==> src/rtl/led_pkg.sv <==
// Shared types for the LED pattern generator: channel modes and config FSM states.
package led_pkg;
  typedef enum logic [1:0] {
    MODE_OFF    = 2'd0,
    MODE_BLINK  = 2'd1,
    MODE_PWM    = 2'd2,
    MODE_RIPPLE = 2'd3
  } led_mode_t;

  typedef enum logic {
    ST_IDLE  = 1'b0,
    ST_APPLY = 1'b1
  } cfg_state_t;
endpackage

==> src/rtl/led_channel.sv <==
// One LED channel: holds its own mode/period/duty and produces a registered drive
// plus a one-cycle pulse on the cycle after its output fell.
module led_channel
  import led_pkg::*;
#(
  parameter int CNT_W  = 16,
  parameter int DUTY_W = 8,
  parameter bit FIRST  = 1'b0
) (
  input  logic              clk,
  input  logic              rst_n,
  input  logic              tick,
  input  logic [DUTY_W-1:0] pwm_phase,
  input  logic              prev_fall,
  input  logic              wr_en,
  input  led_mode_t         wr_mode,
  input  logic [CNT_W-1:0]  wr_period,
  input  logic [DUTY_W-1:0] wr_duty,
  output logic              led,
  output logic              fall
);
  led_mode_t         mode;
  logic [CNT_W-1:0]  period;
  logic [DUTY_W-1:0] duty;
  logic [CNT_W-1:0]  cnt;
  logic [CNT_W-1:0]  cnt_last;
  logic              led_d1;
  logic              blink_like;
  logic              hit;

  // A zero period behaves as a period of one tick.
  assign cnt_last   = (period == '0) ? '0 : period - 1'b1;
  assign blink_like = (mode == MODE_BLINK) || (FIRST && (mode == MODE_RIPPLE));
  assign hit        = tick && (cnt == cnt_last);
  assign fall       = led_d1 & ~led;

  always_ff @(posedge clk or negedge rst_n) begin
    if (!rst_n) begin
      mode   <= MODE_OFF;
      period <= CNT_W'(1);
      duty   <= '0;
      cnt    <= '0;
      led    <= 1'b0;
      led_d1 <= 1'b0;
    end else begin
      led_d1 <= led;
      if (wr_en) begin
        mode   <= wr_mode;
        period <= wr_period;
        duty   <= wr_duty;
        cnt    <= '0;
        led    <= 1'b0;
      end else if (blink_like) begin
        if (tick) cnt <= hit ? '0 : cnt + 1'b1;
        if (hit)  led <= ~led;
      end else if (mode == MODE_PWM) begin
        led <= (pwm_phase < duty);
      end else if (mode == MODE_RIPPLE) begin
        if (prev_fall) led <= ~led;
      end else begin
        led <= 1'b0;
      end
    end
  end
endmodule

==> src/rtl/led_pattern_gen.sv <==
// Multi-channel LED pattern generator: shared tick prescaler and PWM phase,
// a two-state config write port, and NUM_LEDS independent channels.
module led_pattern_gen
  import led_pkg::*;
#(
  parameter  int CLK_HZ   = 16000000,
  parameter  int TICK_HZ  = 1000,
  parameter  int NUM_LEDS = 4,
  parameter  int CNT_W    = 16,
  parameter  int DUTY_W   = 8,
  localparam int CW       = (NUM_LEDS > 1) ? $clog2(NUM_LEDS) : 1
) (
  input  logic                pin_clk_16M,
  input  logic                pin_rst_n,
  input  logic                cfg_valid,
  output logic                cfg_ready,
  input  logic [CW-1:0]       cfg_chan,
  input  logic [1:0]          cfg_mode,
  input  logic [CNT_W-1:0]    cfg_period,
  input  logic [DUTY_W-1:0]   cfg_duty,
  output logic [NUM_LEDS-1:0] pin_leds
);
  localparam int DIV = CLK_HZ / TICK_HZ;
  localparam int PW  = $clog2(DIV);
  localparam logic [PW-1:0] PRE_LAST = PW'(DIV - 1);

  logic [PW-1:0]     pre;
  logic              tick;
  logic [DUTY_W-1:0] pwm_phase;

  assign tick = (pre == PRE_LAST);

  always_ff @(posedge pin_clk_16M or negedge pin_rst_n) begin
    if (!pin_rst_n) begin
      pre       <= '0;
      pwm_phase <= '0;
    end else begin
      pre       <= tick ? '0 : pre + 1'b1;
      pwm_phase <= pwm_phase + 1'b1;
    end
  end

  cfg_state_t        state, state_nxt;
  logic              ready_nxt;
  logic              accept;
  logic [CW-1:0]     lat_chan;
  led_mode_t         lat_mode;
  logic [CNT_W-1:0]  lat_period;
  logic [DUTY_W-1:0] lat_duty;

  // cfg_ready is registered so it stays low through reset and rises one edge later.
  assign accept = cfg_valid && cfg_ready;

  always_comb begin
    state_nxt = state;
    unique case (state)
      ST_IDLE:  if (accept) state_nxt = ST_APPLY;
      ST_APPLY: state_nxt = ST_IDLE;
    endcase
    ready_nxt = (state_nxt == ST_IDLE);
  end

  always_ff @(posedge pin_clk_16M or negedge pin_rst_n) begin
    if (!pin_rst_n) begin
      state      <= ST_IDLE;
      cfg_ready  <= 1'b0;
      lat_chan   <= '0;
      lat_mode   <= MODE_OFF;
      lat_period <= '0;
      lat_duty   <= '0;
    end else begin
      state     <= state_nxt;
      cfg_ready <= ready_nxt;
      if (accept) begin
        lat_chan   <= cfg_chan;
        lat_mode   <= led_mode_t'(cfg_mode);
        lat_period <= cfg_period;
        lat_duty   <= cfg_duty;
      end
    end
  end

  logic [NUM_LEDS-1:0] wr;
  logic [NUM_LEDS-1:0] fall;

  // Out-of-range channel numbers match no instance, so the write is dropped.
  for (genvar i = 0; i < NUM_LEDS; i++) begin : g_ch
    logic pf;
    if (i == 0) begin : g_first
      assign pf = 1'b0;
    end else begin : g_rest
      assign pf = fall[i-1];
    end
    assign wr[i] = (state == ST_APPLY) && (lat_chan == CW'(i));

    led_channel #(.CNT_W(CNT_W), .DUTY_W(DUTY_W), .FIRST(i == 0)) u_ch (
      .clk       (pin_clk_16M),
      .rst_n     (pin_rst_n),
      .tick      (tick),
      .pwm_phase (pwm_phase),
      .prev_fall (pf),
      .wr_en     (wr[i]),
      .wr_mode   (lat_mode),
      .wr_period (lat_period),
      .wr_duty   (lat_duty),
      .led       (pin_leds[i]),
      .fall      (fall[i])
    );
  end
endmodule

==> config.mk <==
export PLATFORM = sky130hd
export DESIGN_NAME = led_pattern_gen
export DESIGN_NICKNAME = d
export VERILOG_FILES = /design/src/rtl/led_pkg.sv /design/src/rtl/led_channel.sv /design/src/rtl/led_pattern_gen.sv
export SDC_FILE = /design/constraint.sdc
export NUM_CORES = 1
export LEC_CHECK = 0
export CAP_MARGIN = 20
export CORE_MARGIN = 2
export CORE_UTILIZATION = 63
export DETAILED_ROUTE_END_ITERATION = 12
export GPL_TIMING_DRIVEN = 1
export PLACE_DENSITY = 0.81
export RECOVER_POWER = 100
export SLEW_MARGIN = 20
export SYNTH_ARGS = -nofsm -noshare
export SYNTH_HDL_FRONTEND = slang
export SYNTH_SLANG_ARGS = --single-unit
==> constraint.sdc <==
create_clock -name pin_clk_16M -period 4.05 [get_ports pin_clk_16M]
set_input_delay 0.81 -clock pin_clk_16M [delete_from_list [all_inputs] [get_ports pin_clk_16M]]
set_output_delay 0.81 -clock pin_clk_16M [all_outputs]
set_load 0.005 [all_outputs]
# Yosys cells after proc, flatten, opt, wreduce, memory -nomap -nowiden
# Index checks and enable logic that the tools add are counted.
# Widths: inputs -> output; s select.
# word_totals
reg_bits	227
out_inout_bits	5
elab_cells	159
# classes
n_addsub	10
magnitude_cmp	4
eq_ne	28
muxes	46
bitwise	9
reduce_logical	31
# ops
op	count
$mux 16	20
$add 16x1->16 const B	4
$eq 16x16->1	4
$logic_not 16->1	4
$sub 16x1->16 const B	4
$lt 8x8->1	4
$mux 1	24
$eq 2x2->1 const B	10
$reduce_and 2->1	8
$reduce_bool 2->1	8
$ne 5x2->1 const B	3
$add 14x1->14 const B	1
$eq 14x14->1 const B	1
$mux 14	1
$ne 3x2->1 const B	4
$eq 2x1->1 const B	5
$logic_and 1x1->1	9
$add 8x1->8 const B	1
$not 1->1	6
$ne 4x1->1 const B	1
$and 1x1->1	3
$logic_not 2->1	1
$pmux 1 s2	1
$logic_or 1x1->1	1

# Longest topological paths before layout
# logic_depth
ltp_word	8
ltp_mapped	15
ltp_nobuf	11

# Cells and area by module
# Synthesis repeated with hierarchy kept, for this count alone.
# hier_totals
hier_cells	1533
hier_area_um2	14465.1
# by_module_without_submodules
module	instances	cells_per_inst	area_each_um2	seq_area_each_um2
led_channel (g_ch[1].u_ch ...)	3	347	3115.5	1102.3
led_channel (g_ch[0].u_ch)	1	336	3021.6	1102.3
led_pattern_gen	1	156	2097.0	1301.2

# Worst setup path after synthesis
# OpenSTA, ideal clock, no wires.
# synth_timing
path_type	register to register
startpoint	register g_ch[0].u_ch.period[0]
endpoint	register g_ch[0].u_ch.cnt[12]
setup_ps	126
t_arrival_ps	3234
required_ps	3924
path_slack_ps	690
stages_incl_launch_ff	15
synth_period_minus_slack_ps	3360
cell_sequence	dfstp_2 -> clkbuf_1 -> inv_1 -> ha_1 -> or4b_1 -> buf_2 -> nor4_1 -> mux2i_1 -> xnor2_1 -> a2111oi_0 -> o2111a_2 -> nor2_1 -> buf_6 -> and3_1 -> a221o_1
# synth_between
elab_chain_len	8
# synth_rtl
element	line	text
from (decl)	led_channel.sv:23	logic [CNT_W-1:0] period;
from (signal assigned)	led_channel.sv:49	period <= wr_period;
$sub 16x1->16 or $logic_not 16->1 (tied branches)	led_channel.sv:32	assign cnt_last = (period == '0) ? '0 : period - 1'b1;
$mux 16 (*)	led_channel.sv:32	
$eq 16x16->1 (*)	led_channel.sv:34	assign hit = tick && (cnt == cnt_last);
$logic_and 1x1->1 (*)	led_channel.sv:34	
$mux 16 (*) (2 in a row)	led_channel.sv:54	if (tick) cnt <= hit ? '0 : cnt + 1'b1;
$mux 16 (*)	led_channel.sv:53	end else if (blink_like) begin
$mux 16 (*)	led_channel.sv:47	if (wr_en) begin
to (signal assigned)	led_channel.sv:54	
to (decl)	led_channel.sv:25	logic [CNT_W-1:0] cnt;
# Every way passes the cells marked *; elsewhere a longest branch is shown, timed or not. The select of a mux whose other input is x is not followed.
# A chain may end at the register's enable or synchronous reset.

# Worst setup path in the final report
# layout_timing
startpoint	register g_ch[1].u_ch.period[0]
endpoint	register g_ch[1].u_ch.cnt[12]
# layout_between
elab_chain_len	8
# layout_rtl
element	line
from (decl)	led_channel.sv:23
from (signal assigned)	led_channel.sv:49
$sub 16x1->16 or $logic_not 16->1 (tied branches)	led_channel.sv:32
$mux 16 (*)	led_channel.sv:32
$eq 16x16->1 (*)	led_channel.sv:34
$logic_and 1x1->1 (*)	led_channel.sv:34
$mux 16 (*) (2 in a row)	led_channel.sv:54
$mux 16 (*)	led_channel.sv:53
$mux 16 (*)	led_channel.sv:47
to (signal assigned)	led_channel.sv:54
to (decl)	led_channel.sv:25
# Marked as above.

==> metrics.txt <==
Rel. slew slack=-80.7%; CP top delay family=simple AND/OR/NAND/NOR gates; Reg clk slew, reported paths=around 0.06 ns; Comb pwr share=about 33%; ANT cells=0; CTS H-tree lvls=1; clk root buf=clkbuf_16; Crit Path Class=flop to flop; post-synth net total=1514; sequential area share after synthesis=between 40% and 50%; final number of max-transition violations=202; CTS Buf Count=25; Mapped Cells=1436; DRT iter0 DRCs=between 600 and 700; Reg2Reg Depth=12; first-pass GRT wire length=roughly 56000 µm; io pins=36; largest net degree at the start of global routing=110; Synth-to-Final Area Change=9.97%; ANT nets after route=0; Ys Warns=0; Worst R2R Start=g_ch[1].u_ch.period[0]; Avg Inst Size Synth=roughly 9.7 µm²; FF-to-FF setup slack=between 0.2 and 0.3 ns; top cells by area, synth=dfrtp_1 (40%), mux2_2 (10%), ha_1 (4.2%); HP Start=g_ch[1].u_ch.led; wire per inst=19.0 µm; most frequent cells in the layout=dfrtp_1 (223), mux2_2 (122), nand2_1 (90); period utilisation layout=between 90 and 100%; initial antenna violation count=0; Arr. time, crit path=around 4.2 ns; Nets=between 1500 and 2000; Pint=between 5 and 6 mW; Die Span X=153 µm; Critical Path Start=g_ch[1].u_ch.period[0]; slowest cell delay on critical path=approximately 0.57 ns; critical path capture point type=flop; outcome=finished with violations; share of cells above drive strength 1=15.3%; GP Congestion=roughly 0.94; Post-synth EDFFs=0; #FFs+latches synth=about 230; Hold Path Class=flop to flop; Util after Layout=between 70 and 80%; Fillers=1651; critical path's slowest cell=or4b_4; clock sink count=between 200 and 250; # Max-Cap Violations=4; final setup fails=0; Yosys cell types=between 70 and 80; crit-path cells=inv_1 > ha_1 > or4b_4 > nor4_1 > nor3b_1 > a221oi_1 > nand4_1 > nor4_4 > or3b_1 > buf_4 > o21ai_0 > a21o_1; share of power burned in registers=roughly two fifths; Worst Path Buf+Inv=2; Sw Pwr=roughly 3.4 mW; slew at the pin closest to its max-slew limit=around 2.7 ns; cts hold-fix bufs=0; final worst path period need=3.78 ns; main flop type after synthesis=dfrtp_1; Vias=between 10000 and 15000; Die ar.=~23000 µm²; clock share of power=about a quarter; Vias per Instance=between 6 and 7; final WL=~33000 µm; critical path launch point type=flop; most common cell after layout, fill and taps aside=dfrtp_1; Pleak=approximately 6.7 nW; Netlist Area Pre-Place=13900 µm²; PwrDens=605 nW/µm²; post-synth top area share=40.1%; Clock Tree Buf Depth=3; GR Overflow Total=0; Setup Skew=between 0.01 and 0.015 ns; Core Box Area=between 20000 and 25000 µm²; Global Route Usage Sum=around 29%; Max Clk Rate=approximately 260 MHz; DRC Markers=0; Power Total=between 9 and 10 mW; worst r2r dst=g_ch[1].u_ch.cnt[12]; FP Rows=54; HPWL after DPL=~23000 µm; I/O Buffers=35; Initial Util=63.9%; Hold Crit Depth=0; Critical Path RT=4.45 ns; Max VDD drop=approximately 0.47 mV; Sum Neg Setup Slack=0 ns; area leader, netlist=dfrtp_1; RSZ-0062 raised after global routing=no; switching share of total power=36.5%; CP max FO=14; Fin Hold WS=roughly 0.45 ns; final hold violation count=0; Clk Latency, worst-skew pair=approximately 0.52 ns; Vert. Die Dim=between 150 and 200 µm; TritonCTS clock tree=done; vias in the first global route=10902; drt first pass iters=5; Hold Crit Endpoint=g_ch[1].u_ch.led_d1; Async SR Flop Fraction=between 90% and 100%; violated checks=max-capacitance violations, max-slew violations
worst max-delay path by stage:
stage          slack, ns  cells past startpoint              endpoint
3_5_place_dp        0.20                     11   g_ch[0].u_ch.cnt[5]
4_1_cts             0.18                     11   g_ch[0].u_ch.cnt[5]
2_1_floorplan       0.69                     14  g_ch[0].u_ch.cnt[12]
6_report            0.27                     12  g_ch[1].u_ch.cnt[12]
3_3_place_gp        0.30                     11   g_ch[0].u_ch.cnt[5]
5_1_grt             0.02                     12  g_ch[1].u_ch.cnt[12]
cells by family (layout without fill, tap and decap cells):
| group | Yosys count | count (layout) | synth area share (%) |
|---|---|---|---|
| AOI/OAI and AO/OA | 285 | 285 | 13.8 |
| xor gates and xnor gates | 74 | 74 | 4.66 |
| adders and majority gates | 47 | 47 | 4.23 |
| buffers and inverters | 163 | 187 | 4.88 |
| DFF | 227 | 227 | 40.9 |
| muxes | 143 | 143 | 11.4 |
| and+or+nand+nor | 497 | 497 | 20.2 |
synthesized netlist by cell type (all sizes together) (30+ instances only):
cell type	instances
mux2	125
nor2	58
nor3	39
o21ai	74
and3	41
ha	47
inv	74
xor2	30
a21oi	48
dfrtp	223
nand3	67
clkbuf	62
nand2	90
xnor2	44
per-layer routing:
metal  part of all wire [%]  track usage (%)  wire [µm]
met1                     43             38.8      14200
met5                      0                0          0
met4                    2.6             8.47        862
met3                    6.3             4.75       2070
met2                     48             47.7      15900
repair_timing:
item                                    4_1_cts  5_1_grt
gates resized for setup                       0        0
buffers inserted                              0        2
endpoints found under the setup margin        0        6
power groups by stage:
| stage | combinational, mW | clock (mW) | sequential, mW |
|---|---|---|---|
| 6_report | 3.08 | 2.37 | 3.80 |
| 5_1_grt | 3.43 | 2.50 | 3.92 |
| 4_1_cts | 3.08 | 2.40 | 3.78 |
| 3_5_place_dp | 3.03 | 0 | 3.81 |
| 3_3_place_gp | 2.94 | 0 | 3.77 |
| 2_1_floorplan | 2.57 | 0 | 3.35 |
cell type report:
type / count / area, µm² / share of cell area [%]
clock inverters: 11 / 155 / 1.01
well taps: 280 / 350 / 2.29
repair buffers: 68 / 574 / 3.75
clock buffers: 34 / 699 / 4.57
inverters: 74 / 278 / 1.82
flip-flops and latches: 227 / 5690 / 37.2
multi-input cells: 1046 / 7560 / 49.4
through the flow:
| step | instances | instance area, µm² | worst slack, ns |
|---|---|---|---|
| after floorplan | 1436 | 13900 | 0.690 |
| after global placement | 1692 | 14500 | 0.300 |
| after detailed placement | 1693 | 14500 | 0.197 |
| after CTS | 1738 | 15300 | 0.179 |
| after global routing | 1740 | 15300 | 0.0182 |
| final | 1740 | 15300 | 0.270 |
flip-flops by register name, indices dropped and copies added (netlist names), 8 cells and up:
signal	flops
g_ch.u_ch.cnt	64
g_ch.u_ch.period	64
g_ch.u_ch.duty	32
lat_period	16
pre	14
g_ch.u_ch.mode	8
lat_duty	8
pwm_phase	8
No activity file was read; power rests on OpenSTA's default activity.
